$ cat config.mk
export PLATFORM = sky130hd
export DESIGN_NAME = fifo8x9_ctrl
export DESIGN_NICKNAME = d
export VERILOG_FILES = /design/src/rtl/fifo_ctrl_pkg.sv /design/src/rtl/fifo8x9_ctrl_rr_arb2.sv /design/src/rtl/fifo8x9_ctrl.sv
export SDC_FILE = /design/constraint.sdc
export NUM_CORES = 1
export LEC_CHECK = 0
export BUFFER_PORTS_ARGS = -buffer_cell sky130_fd_sc_hd__buf_2
export CORE_MARGIN = 2
export CORE_UTILIZATION = 48
export DETAILED_ROUTE_END_ITERATION = 10
export PLACE_DENSITY = 0.93
export SETUP_SLACK_MARGIN = 0.2
export SYNTH_ARGS = -nofsm -noshare
export SYNTH_HDL_FRONTEND = slang
export SYNTH_SLANG_ARGS = --single-unit
$ cat constraint.sdc
create_clock -name clk -period 8.5 [get_ports clk]
set_input_delay 0.85 -clock clk [delete_from_list [all_inputs] [get_ports clk]]
set_output_delay 0.85 -clock clk [all_outputs]
set_load 0.005 [all_outputs]
$ cat src/rtl/fifo_ctrl_pkg.sv
// Shared constants and FSM state encoding for the 256x9 FIFO controller.
package fifo_ctrl_pkg;

    localparam int DW    = 9;
    localparam int AW    = 8;
    localparam int DEPTH = 256;

    typedef enum logic {
        ST_CLR = 1'b0,
        ST_RUN = 1'b1
    } state_t;

endpackage

$ cat src/rtl/fifo8x9_ctrl_rr_arb2.sv
// Two-way round-robin arbiter; r_rr_last remembers the requester granted most recently.
module rr_arb2
(
    input  logic       clk,
    input  logic       rst,
    input  logic [1:0] req,
    input  logic       en,
    output logic [1:0] gnt
);

    logic r_rr_last;
    logic [1:0] w_gnt;

    // grant selection: a lone requester wins, a tie goes to the one not served last
    always_comb begin
        w_gnt = 2'b00;
        if (en) begin
            case (req)
                2'b01:   w_gnt = 2'b01;
                2'b10:   w_gnt = 2'b10;
                2'b11:   w_gnt = r_rr_last ? 2'b01 : 2'b10;
                default: w_gnt = 2'b00;
            endcase
        end else begin
            w_gnt = 2'b00;
        end
    end

    // last-winner register, moves only when a grant is actually issued
    always_ff @(posedge clk) begin
        if (rst) begin
            r_rr_last <= 1'b1;
        end else if (|w_gnt) begin
            r_rr_last <= w_gnt[1];
        end
    end

    assign gnt = w_gnt;

endmodule

$ cat src/rtl/fifo8x9_ctrl.sv
// Controller for the 256x9 FIFO: arbitrated write port, read sequencing,
// occupancy flags and pointer clears on start-up and flush.
module fifo8x9_ctrl #(
    parameter int DW    = fifo_ctrl_pkg::DW,
    parameter int AW    = fifo_ctrl_pkg::AW,
    parameter int DEPTH = fifo_ctrl_pkg::DEPTH
) (
    input  logic          clk,
    input  logic          rst,
    input  logic          flush,
    input  logic          wr_req0,
    input  logic          wr_req1,
    input  logic [DW-1:0] wr_data0,
    input  logic [DW-1:0] wr_data1,
    output logic          wr_gnt0,
    output logic          wr_gnt1,
    input  logic          rd_req,
    output logic          rd_ack,
    output logic          rd_valid,
    output logic [DW-1:0] rd_data,
    output logic          fifo_wren,
    output logic          fifo_wrinc,
    output logic [DW-1:0] fifo_din,
    output logic          fifo_rden,
    output logic          fifo_rdinc,
    output logic          fifo_wrptrclr,
    output logic          fifo_rdptrclr,
    input  logic [DW-1:0] fifo_dout,
    output logic [AW:0]   count,
    output logic          full,
    output logic          empty
);

    import fifo_ctrl_pkg::*;

    state_t        r_state;
    state_t        w_state_nxt;
    logic [AW:0]   r_count;
    logic          r_rd_valid;
    logic [DW-1:0] r_rd_data;
    logic          w_run;
    logic          w_full;
    logic          w_empty;
    logic          w_rd_ack;
    logic          w_wr_en;
    logic          w_wr;
    logic [1:0]    w_gnt;

    // flush and reset both suppress every grant and ack in the cycle they are seen
    assign w_run    = (r_state == ST_RUN) && !rst && !flush;
    assign w_full   = (r_count == (AW+1)'(DEPTH));
    assign w_empty  = (r_count == {(AW+1){1'b0}});
    assign w_rd_ack = w_run && rd_req && !w_empty;
    // at full a write is still allowed when a read frees a slot in the same cycle
    assign w_wr_en  = w_run && (!w_full || w_rd_ack);
    assign w_wr     = |w_gnt;

    rr_arb2 u_arb (
        .clk (clk),
        .rst (rst),
        .req ({wr_req1, wr_req0}),
        .en  (w_wr_en),
        .gnt (w_gnt)
    );

    // next-state logic: the clear state always lasts exactly one cycle
    always_comb begin
        w_state_nxt = r_state;
        case (r_state)
            ST_CLR: w_state_nxt = ST_RUN;
            ST_RUN: begin
                if (flush) begin
                    w_state_nxt = ST_CLR;
                end else begin
                    w_state_nxt = ST_RUN;
                end
            end
            default: w_state_nxt = ST_CLR;
        endcase
    end

    // state register
    always_ff @(posedge clk) begin
        if (rst) begin
            r_state <= ST_CLR;
        end else begin
            r_state <= w_state_nxt;
        end
    end

    // occupancy counter; the FIFO pointers wrap but this count never does
    always_ff @(posedge clk) begin
        if (rst || (r_state == ST_CLR)) begin
            r_count <= {(AW+1){1'b0}};
        end else begin
            case ({w_wr, w_rd_ack})
                2'b10:   r_count <= r_count + {{AW{1'b0}}, 1'b1};
                2'b01:   r_count <= r_count - {{AW{1'b0}}, 1'b1};
                default: r_count <= r_count;
            endcase
        end
    end

    // read return: the FIFO word is taken only on the edge closing an accepted read
    always_ff @(posedge clk) begin
        if (rst) begin
            r_rd_valid <= 1'b0;
            r_rd_data  <= {DW{1'b0}};
        end else begin
            r_rd_valid <= w_rd_ack;
            if (w_rd_ack) begin
                r_rd_data <= fifo_dout;
            end
        end
    end

    assign wr_gnt0       = w_gnt[0];
    assign wr_gnt1       = w_gnt[1];
    assign rd_ack        = w_rd_ack;
    assign rd_valid      = r_rd_valid;
    assign rd_data       = r_rd_data;
    assign fifo_wren     = w_wr;
    assign fifo_wrinc    = w_wr;
    assign fifo_din      = w_gnt[1] ? wr_data1 : wr_data0;
    assign fifo_rden     = w_rd_ack;
    assign fifo_rdinc    = w_rd_ack;
    assign fifo_wrptrclr = (r_state == ST_CLR);
    assign fifo_rdptrclr = (r_state == ST_CLR);
    assign count         = r_count;
    assign full          = w_full;
    assign empty         = w_empty;

endmodule

Word-level counts from Yosys, hierarchy flattened
Index checks and enable logic that the tools add are counted.
{"block": "op_classes", "addsub": 2, "n_eq_ne": 6, "n_mux": 7, "bitwise_logic": 1, "reduce_logical": 14}
{"operator": "one-hot mux 9 bit (2 select lines)", "count": 1}
{"operator": "adder 9 x 1 -> 9 bit (second input constant)", "count": 1}
{"operator": "== test 9 bit (second input constant)", "count": 1}
{"operator": "zero test 9 bit", "count": 1}
{"operator": "two-way mux 9 bit", "count": 1}
{"operator": "subtractor 9 x 1 -> 9 bit (second input constant)", "count": 1}
{"operator": "== test 2 bit (second input constant)", "count": 3}
{"operator": "one-hot mux 2 bit (3 select lines)", "count": 1}
{"operator": "logical AND 1 bit", "count": 5}
{"operator": "== test 2 x 1 -> 1 bit (second input constant)", "count": 2}
{"operator": "zero test 1 bit", "count": 4}
{"operator": "two-way mux 2 bit", "count": 2}
{"operator": "logical OR 1 bit", "count": 2}
{"operator": "one-hot mux 1 bit (2 select lines)", "count": 1}
{"operator": "nonzero test 2 bit", "count": 1}
{"operator": "OR reduction 2 bit", "count": 1}
{"operator": "two-way mux 1 bit", "count": 1}
{"operator": "NOT 1 bit", "count": 1}
{"block": "totals", "ff_bits": 21, "inputBits": 33, "output_inout_bits": 39, "wordCells": 35}

Logic depth before layout (Yosys ltp)
Gate-level depths: netlist of the first run.
{"block": "logic_depth", "ltp_word": 11, "mapped_depth": 13}

Modules after synthesis
Synthesis of the first run repeated with hierarchy kept, for this count alone.
{"block": "unflattened", "cells_unflattened": 143, "area_unflattened_um2": 1282.5}
{"module": "fifo8x9_ctrl", "instances": 1, "cells_per_inst": 135, "area_each_um2": 1223.7, "seq_area_each_um2": 400.4}
{"module": "rr_arb2", "instances": 1, "cells_per_inst": 8, "area_each_um2": 58.8, "seq_area_each_um2": 20.0}

Worst setup path before layout of the first run
OpenSTA, ideal clock, no wires.
{"block": "synth_timing", "kind": "input to register", "start": "input port rst", "end": "register r_count[8], in the netlist count[8]", "t_arrival_ns": 3.460, "t_required_ns": 8.365, "slack_ns": 4.905, "cell_stages": 13, "n_path_buf": 2, "cell_sequence": "nor2b_1 buf_4 nand2b_4 a311o_2 buf_6 inv_1 ha_1 ha_1 a211oi_1 o211ai_1 and3_1 o311ai_0 o41ai_1"}
{"block": "synth_between", "elab_chain_cells": 11, "word_cells_on_any_way": 14, "cone_classes": "2 x eq/ne; 2 x mux; 10 x reduce/logical"}
{"item": "start, declared", "line_no": "fifo8x9_ctrl.sv:9", "source": "input logic rst,"}
{"item": "zero test 1 bit (*)", "line_no": "fifo8x9_ctrl.sv:50", "source": "assign w_run = (r_state == ST_RUN) && !rst && !flush;"}
{"item": "logical AND 1 bit (*) (2 in series)", "line_no": "fifo8x9_ctrl.sv:50"}
{"item": "logical AND 1 bit (*) (2 in series)", "line_no": "fifo8x9_ctrl.sv:53", "source": "assign w_rd_ack = w_run && rd_req && !w_empty;"}
{"item": "net fifo_rden", "line_no": "fifo8x9_ctrl.sv:24", "source": "output logic fifo_rden,"}
{"item": "logical OR 1 bit", "line_no": "fifo8x9_ctrl.sv:55", "source": "assign w_wr_en = w_run && (!w_full || w_rd_ack);"}
{"item": "logical AND 1 bit", "line_no": "fifo8x9_ctrl.sv:55"}
{"item": "two-way mux 2 bit", "line_no": "fifo8x9_ctrl_rr_arb2.sv:17", "source": "if (en) begin"}
{"item": "OR reduction 2 bit", "line_no": "fifo8x9_ctrl.sv:56", "source": "assign w_wr = |w_gnt;"}
{"item": "== test 2 x 1 -> 1 bit or == test 2 bit (tied branches)", "line_no": "fifo8x9_ctrl.sv:96", "source": "case ({w_wr, w_rd_ack})"}
{"item": "one-hot mux 9 bit (2 select lines) or nonzero test 2 bit (tied branches)"}
{"item": "end signal, assigned", "line_no": "fifo8x9_ctrl.sv:97", "source": "2'b10: r_count <= r_count + {{AW{1'b0}}, 1'b1};"}
{"item": "end signal, assigned", "line_no": "fifo8x9_ctrl.sv:98", "source": "2'b01: r_count <= r_count - {{AW{1'b0}}, 1'b1};"}
{"item": "end signal, assigned", "line_no": "fifo8x9_ctrl.sv:99", "source": "default: r_count <= r_count;"}
{"item": "end, declared", "line_no": "fifo8x9_ctrl.sv:38", "source": "logic [AW:0] r_count;"}
The timed path passes the listed nets; every way through them passes the cells marked *.
A chain may end at the register's enable or synchronous reset.

Final worst setup path of the first run
{"block": "layout_timing", "start": "input port rst", "end": "register r_count[8], in the netlist count[8]"}
{"block": "layout_between", "elab_chain_cells": 11, "word_cells_on_any_way": 14, "cone_classes": "2 x eq/ne; 2 x mux; 10 x reduce/logical"}
{"item": "zero test 1 bit", "line_no": "fifo8x9_ctrl.sv:50"}
{"item": "logical AND 1 bit (2 in series)", "line_no": "fifo8x9_ctrl.sv:50"}
{"item": "logical AND 1 bit (2 in series)", "line_no": "fifo8x9_ctrl.sv:53"}
{"item": "logical OR 1 bit", "line_no": "fifo8x9_ctrl.sv:55"}
{"item": "logical AND 1 bit", "line_no": "fifo8x9_ctrl.sv:55"}
{"item": "two-way mux 2 bit", "line_no": "fifo8x9_ctrl_rr_arb2.sv:17"}
{"item": "OR reduction 2 bit", "line_no": "fifo8x9_ctrl.sv:56"}
{"item": "== test 2 x 1 -> 1 bit or == test 2 bit (tied branches)", "line_no": "fifo8x9_ctrl.sv:96"}
{"item": "one-hot mux 9 bit (2 select lines) or nonzero test 2 bit (tied branches)"}
Parallel ways exist; a longest one is shown, timed or not.

==> Implementation_results.wiki, run 1 <==
{| class="wikitable"
! Metric !! Value
|-
| Maximum clock skew at final layout || 0.00684 ns
|-
| Post-CTS resize count || 0
|-
| Final-report hold violation count || 0
|-
| # port buffers || 71
|-
| Die Wd || 58.0 µm
|-
| Net switching share of the total power || 25.3%
|-
| Distinct cell type count after synthesis || 43
|-
| Internal Pwr Total || 0.130 mW
|-
| Layout cells sized above 1 || 43.2%
|-
| Number of synthesized register bits || 21
|-
| Pin count of the biggest net entering global routing || 21
|-
| Hold WC Path Type || register to register
|-
| Initial detailed-routing violation count || 27
|-
| Routability-driven placement congestion ratio || 0.831
|-
| Worst Tran Pin Value || 0.591 ns
|-
| Average detailed-routed wire length per instance || 13.5 µm
|-
| Total Neg Setup Slack || 0 ns
|-
| Die Height || 58.0 µm
|-
| DRC violations left || 0
|-
| Sink Count || 21
|-
| Mean cell area of the mapped netlist || 9.45 µm²
|-
| Number of maximum-capacitance violations || 0
|-
| Type of element launching the critical path || input pin
|-
| Sequential share of power || 57.2%
|-
| Vias in the first global route || 1202
|-
| Final critical path time including I/O delays and setup || 4.03 ns
|-
| Synthesized net count || 190
|-
| Share of the yosys chip area belonging to registers || 30.1%
|-
| Share of total power in the clock network || 28.8%
|-
| Maximum count of clock buffers along a single path || 2
|-
| Total via count after detailed routing || 1305
|-
| WHS || 0.509 ns
|-
| P_leak || 1.03 nW
|-
| Wire length of the first global-routing pass || 5380 µm
|-
| Number of nets in the final layout || 256
|-
| H-tree depth reported by CTS || 1
|-
| Flip-flop cell with the highest count after synthesis || sky130_fd_sc_hd__dfxtp_1
|-
| Yosys warning total || 0
|-
| Total global-route track usage || 20.1%
|-
| Net switching power || 0.0441 mW
|-
| Reg area || 420 µm²
|-
| Leading cell types by count after synthesis || 21 x sky130_fd_sc_hd__dfxtp_1, 19 x sky130_fd_sc_hd__nor2_1, 11 x sky130_fd_sc_hd__mux2i_1
|-
| Boundary Pins || 72
|-
| Final routed wirelength across all metal layers || 3300 µm
|-
| Total gr overflow || 0
|-
| Placement Rows || 19
|-
| Core occupancy in the finished layout || 63.7%
|-
| Total power divided by cell area || 99.2 mW/mm²
|-
| Worst slew margin relative to its limit || 60.5%
|-
| Post-CTS setup-driven buffer insertion count || 0
|-
| Nature of the critical path endpoint || register
|-
| Initial antenna violation count || 0
|-
| Number of diodes || 0
|-
| Fin. max-slew vios || 0
|-
| Arrival time of data at the critical path endpoint || 4.22 ns
|-
| Async set-or-reset flop fraction in the synthesized netlist || 0%
|-
| Worst-case vdd ir drop || 103 µV
|-
| RSZ-0062 raised after global routing || false
|-
| Cell area after technology mapping || 0.00140 mm²
|-
| Combinational group share of total power || 14.0%
|-
| Share of the synthesized area in the top cell type || 30.1%
|-
| CTS Root Buffer Type || sky130_fd_sc_hd__clkbuf_4
|-
| Library cell occupying the most area in the post-synthesis netlist || sky130_fd_sc_hd__dfxtp_1
|-
| Starting utilization of the core area || 50.7%
|-
| First-pass iteration count of the detailed router || 4
|-
| Latest clock arrival within the worst-skew pair || 0.31 ns
|-
| Critical Setup Path Class || input pin to register
|-
| Total cell area at the placement stage || 0.00173 mm²
|-
| Post-DRT Antenna Nets || 0
|-
| Via-per-instance ratio || 5.35
|-
| Core Region || 0.00276 mm²
|-
| Number of fill cells || 242
|-
| Required time at the worst-slack endpoint || 8.69 ns
|-
| Area of all placed cells without fillers || 0.00176 mm²
|-
| Area enclosed by the die boundary || 0.00336 mm²
|-
| Final period utilization || 47.4%
|-
| Leading cell types by total area after synthesis || sky130_fd_sc_hd__dfxtp_1 30%, sky130_fd_sc_hd__mux2_4 9.7%, sky130_fd_sc_hd__mux2i_1 7.9%
|-
| Most common cell in the netlist || sky130_fd_sc_hd__dfxtp_1
|-
| TritonCTS clock tree || done
|-
| Area of the multi-input gates || 885 µm²
|-
| Top fanout value on the critical path || 13
|-
| Area growth, synth to finish || 25.6%
|-
| Number of flops mapped to enable cells by yosys || 0
|-
| Detailed placement HPWL || 2630 µm
|-
| Peak Freq || 248 MHz
|-
| Worst setup slack after layout || 4.47 ns
|-
| # hold bufs at CTS || 0
|-
| Setup violators final || 0
|-
| Outcome || finished, final reports clean
|-
| Cells after synthesis || 148
|-
| Worst Setup Slack post-DPL || 4.18 ns
|-
| Clock buffers created by TritonCTS || 3
|-
| Clock Pin Slew Worst Setup and Hold Paths || 0.13 ns
|}
-- through the flow --
| stage | power [mW] | std cells |
|---|---|---|
| final | 0.174 | 244 |
| after detailed placement | 0.126 | 240 |
| after CTS | 0.176 | 244 |
| after global placement | 0.126 | 240 |
| after global routing | 0.182 | 244 |
| after floorplan | 0.114 | 148 |
-- power by group through the flow --
stage	sequential (mW)	combinational (mW)	clock (mW)
floorplan	0.102	0.0127	0
global placement	0.102	0.0239	0
detailed placement	0.102	0.0244	0
CTS	0.0996	0.0245	0.0514
global route	0.0998	0.0265	0.0559
finish	0.0996	0.0244	0.0502
-- cell families (layout without fill, tap and decap cells) --
family          count (synthesis)  count (layout)  share of synthesized area, %
xor+xnor                        2               2                          1.25
simple gates                   47              47                          18.6
fa+ha+maj                       9               9                          8.59
compound gates                 31              31                          17.3
mux                            20              20                          17.5
flops                          21              21                          30.1
buf+inv                        18              83                          6.71
-- cell type report --
type	count	area share [%]
Clock inverter	1	0.285
Inverter	8	1.71
Tap cell	31	2.21
Sequential cell	21	23.9
Timing Repair Buffer	71	20.2
Multi-Input combinational cell	109	50.4
Clock buffer	3	1.28
-- sequential cells by signal, indices dropped and copies added, names as in the netlist --
name	count
rd_valid	1
rd_data	9
r_state	1
count	9
u_arb.r_rr_last	1
-- critical path, cell delays in order --
cell and delay (ns):
sky130_fd_sc_hd__buf_2 0.17, sky130_fd_sc_hd__nor2b_1 0.50, sky130_fd_sc_hd__nand2b_4 0.10, sky130_fd_sc_hd__a311o_2 0.51, sky130_fd_sc_hd__inv_1 0.16, sky130_fd_sc_hd__ha_1 0.40
sky130_fd_sc_hd__ha_1 0.36, sky130_fd_sc_hd__a211oi_1 0.36, sky130_fd_sc_hd__o211ai_1 0.17, sky130_fd_sc_hd__and3_1 0.20, sky130_fd_sc_hd__o311ai_0 0.31, sky130_fd_sc_hd__o41ai_1 0.13
-- final timing paths --
| kind | from | end | slack, ns | cells past startpoint |
|---|---|---|---|---|
| hold reg to reg | r_state | r_state | 0.51 | 1 |
| setup / recovery | rst | count[8] | 4.47 | 12 |
| setup reg to reg | r_state | count[8] | 4.77 | 11 |
| hold / removal | r_state | r_state | 0.51 | 1 |
-- layout by cell type (no fill, tap or decap), drive strengths merged, types with 2 or more instances in the layout --
cell type and instances:
buf 71, dfxtp 21, nor2 19, mux2i 11, mux2 9, nand2 8, inv 8, ha 8
a21oi 7, o21ai 4, nand3 4, a211oi 3, clkbuf 3, nor4 2, a311o 2, a21o 2
and2 2, o211ai 2, nor4b 2, nor3 2, or3 2, nand2b 2
-- routing by layer --
layer / global-route usage, % / wire (µm) / vias to the layer above
met5: 0 / 0 / -
met4: 4.98 / 34 / 0
met3: 3.57 / 214 / 5
met2: 31.2 / 1490 / 48
met1: 29.1 / 1570 / 588
li1: - / - / 664
Power figures use the tool's default switching activity.
==> inputs of run 2 (changes only) <==
--- a/config.mk
+++ b/config.mk
@@ -7,9 +7,9 @@
 export LEC_CHECK = 0
 export BUFFER_PORTS_ARGS = -buffer_cell sky130_fd_sc_hd__buf_2
 export CORE_MARGIN = 2
-export CORE_UTILIZATION = 48
+export CORE_UTILIZATION = 41
 export DETAILED_ROUTE_END_ITERATION = 10
-export PLACE_DENSITY = 0.93
+export PLACE_DENSITY = 0.85
 export SETUP_SLACK_MARGIN = 0.2
 export SYNTH_ARGS = -nofsm -noshare
 export SYNTH_HDL_FRONTEND = slang
==> constraint.sdc (replaced) <==
create_clock -name clk -period 3.5 [get_ports clk]
set_input_delay 0.35 -clock clk [delete_from_list [all_inputs] [get_ports clk]]
set_output_delay 0.35 -clock clk [all_outputs]
set_load 0.005 [all_outputs]
==> Implementation_results.wiki, run 2 (synthesis gave the netlist of run 1 again) <==
{| class="wikitable"
! Metric !! Value
|-
| Post-CTS setup-driven buffer insertion count || 0
|-
| Final routed wirelength across all metal layers || 3540 µm
|-
| Maximum count of clock buffers along a single path || 2
|-
| CTS Root Buffer Type || sky130_fd_sc_hd__clkbuf_4
|-
| Total global-route track usage || 18.8%
|-
| Most common library cell in the layout ignoring fill and taps || sky130_fd_sc_hd__buf_2
|-
| Total power divided by cell area || 234 mW/mm²
|-
| Combinational group share of total power || 14.5%
|-
| RSZ-0062 raised after global routing || false
|-
| Final critical path time including I/O delays and setup || 3.06 ns
|-
| Nature of the critical path endpoint || register
|-
| Launching point of the worst reg2reg path || count[1]
|-
| Area growth, synth to finish || 31.4%
|-
| Placement Rows || 21
|-
| Slack of the worst reg-to-reg path || 0.44 ns
|-
| Worst hold path cell count || 2
|-
| Share of total power in the clock network || 29.2%
|-
| Number of maximum-capacitance violations || 0
|-
| Critical Setup Path Class || register to register
|-
| Die Height || 62.4 µm
|-
| Final period utilization || 87.5%
|-
| Net switching share of the total power || 25.9%
|-
| Latest clock arrival within the worst-skew pair || 0.33 ns
|-
| Total Neg Setup Slack || 0 ns
|-
| Average detailed-routed wire length per instance || 13.4 µm
|-
| H-tree depth reported by CTS || 1
|-
| Initial detailed-routing violation count || 32
|-
| Worst slew margin relative to its limit || 57.8%
|-
| Setup violators final || 0
|-
| Boundary Pins || 72
|-
| # hold bufs at CTS || 0
|-
| Worst Tran Pin Value || 0.632 ns
|-
| Sink Count || 21
|-
| Leading cell types in the layout, fill and taps excluded || 71 x sky130_fd_sc_hd__buf_2, 21 x sky130_fd_sc_hd__dfxtp_1, 19 x sky130_fd_sc_hd__nor2_1
|-
| Startpoint of the lowest-slack hold path || flush
|-
| # port buffers || 71
|-
| Initial antenna violation count || 0
|-
| Post-DRT Antenna Nets || 0
|-
| Routability-driven placement congestion ratio || 0.872
|-
| Internal Pwr Total || 0.319 mW
|-
| Sequential share of power || 56.3%
|-
| P_leak || 1.06 nW
|-
| Worst Reg2Reg Path Length in Cells || 10
|-
| Pin count of the biggest net entering global routing || 21
|-
| Peak Freq || 327 MHz
|-
| Layout cells sized above 1 || 45.4%
|-
| Starting utilization of the core area || 42.3%
|-
| Type of element launching the critical path || register
|-
| Clock Pin Slew Worst Setup and Hold Paths || 0.14 ns
|-
| Fin. max-slew vios || 0
|-
| Required time at the worst-slack endpoint || 3.71 ns
|-
| Vias in the first global route || 1311
|-
| TritonCTS clock tree || done
|-
| Detailed placement HPWL || 2760 µm
|-
| Area enclosed by the die boundary || 0.00390 mm²
|-
| Total via count after detailed routing || 1363
|-
| Maximum clock skew at final layout || 0.0160 ns
|-
| Arrival time of data at the critical path endpoint || 3.27 ns
|-
| Outcome || finished, final reports clean
|-
| Via-per-instance ratio || 5.16
|-
| Top fanout value on the critical path || 5
|-
| Placed cells || 260
|-
| First-pass iteration count of the detailed router || 4
|-
| Total gr overflow || 0
|-
| Worst-case vdd ir drop || 187 µV
|-
| End of the worst register-to-register path || count[8]
|-
| Final non-filler cell total || 264
|-
| Net switching power || 0.111 mW
|-
| Endpoint of the worst hold-timing path || r_state
|-
| Core Region || 0.00331 mm²
|-
| Number of fill cells || 333
|-
| Clock buffers created by TritonCTS || 3
|-
| Wire length of the first global-routing pass || 5970 µm
|-
| Final-report hold violation count || 0
|-
| Hold WC Path Type || input pin to register
|-
| Number of diodes || 0
|-
| Number of nets in the final layout || 261
|-
| Die Wd || 62.4 µm
|-
| DRC violations left || 0
|}
run 2: cell types whose count changed in the layout (fill, tap and decap cells not counted):
cell                       previous run  this run
sky130_fd_sc_hd__a211oi_1             3         2
sky130_fd_sc_hd__a211oi_2             0         1
sky130_fd_sc_hd__nor2b_1              1         0
sky130_fd_sc_hd__nor2b_2              0         1
sky130_fd_sc_hd__nor4_4               0         2
sky130_fd_sc_hd__buf_4                0         5
sky130_fd_sc_hd__nor4_2               2         0
run 2: layer usage:
layer	up-vias	track usage (%)	routed length (µm)
met4	0	8.89	72
li1	676	-	-
met2	55	32.4	1700
met3	5	3.96	273
met1	627	22.3	1490
met5	-	0	0
run 2: worst max path at each step:
stage / start / end / slack (ns) / cells past startpoint
finish: count[1] / count[8] / 0.44 / 10
global route: count[1] / count[8] / 0.24 / 10
CTS: count[1] / count[8] / 0.26 / 10
detailed placement: count[1] / count[8] / 0.29 / 10
global placement: count[1] / count[8] / 0.41 / 10
floorplan: count[1] / count[8] / 0.29 / 11
run 2: worst max-delay path, cell delays in order (launching register included):
cell,delay (ns)
sky130_fd_sc_hd__dfxtp_1,0.40
sky130_fd_sc_hd__nor4_4,0.42
sky130_fd_sc_hd__a311o_2,0.25
sky130_fd_sc_hd__inv_1,0.07
sky130_fd_sc_hd__ha_1,0.26
sky130_fd_sc_hd__fa_1,0.45
sky130_fd_sc_hd__a211oi_2,0.31
sky130_fd_sc_hd__o211ai_1,0.15
sky130_fd_sc_hd__and3_1,0.20
sky130_fd_sc_hd__o311ai_0,0.29
sky130_fd_sc_hd__o41ai_1,0.13
run 2: what timing repair did:
action	4_1_cts	5_1_grt
gates resized for setup	0	4
endpoints found under the hold margin	0	0
endpoints found under the setup margin	0	1
run 2: through the flow:
step / utilization [%] / cell area (µm²) / hold slack, ns / total power [mW] / worst slack [ns]
2_1_floorplan: - / 1400 / 0.442 / 0.278 / 0.291
3_3_place_gp: 53.9 / 1790 / 0.466 / 0.308 / 0.411
3_5_place_dp: 53.9 / 1790 / 0.476 / 0.309 / 0.294
4_1_cts: 54.8 / 1810 / 0.192 / 0.433 / 0.256
5_1_grt: 55.5 / 1840 / 0.204 / 0.446 / 0.238
6_report: 55.5 / 1840 / 0.192 / 0.430 / 0.437
run 2: power by group through the flow:
stage          logic, mW  registers (mW)  clock network, mW
2_1_floorplan     0.0309           0.247                  0
6_report          0.0625           0.242              0.126
4_1_cts           0.0625           0.242              0.129
5_1_grt           0.0681           0.242              0.136
3_5_place_dp      0.0623           0.247                  0
3_3_place_gp      0.0605           0.247                  0
run 2: final cells by class:
class | instances | area (µm²) | share of cell area [%]
multi-input cells | 109 | 910 | 49.5
flip-flops and latches | 21 | 420 | 22.9
repair buffers | 76 | 393 | 21.4
well taps | 46 | 57.6 | 3.13
inverters | 8 | 30.0 | 1.63
clock buffers | 3 | 22.5 | 1.23
clock inverters | 1 | 5.00 | 0.272
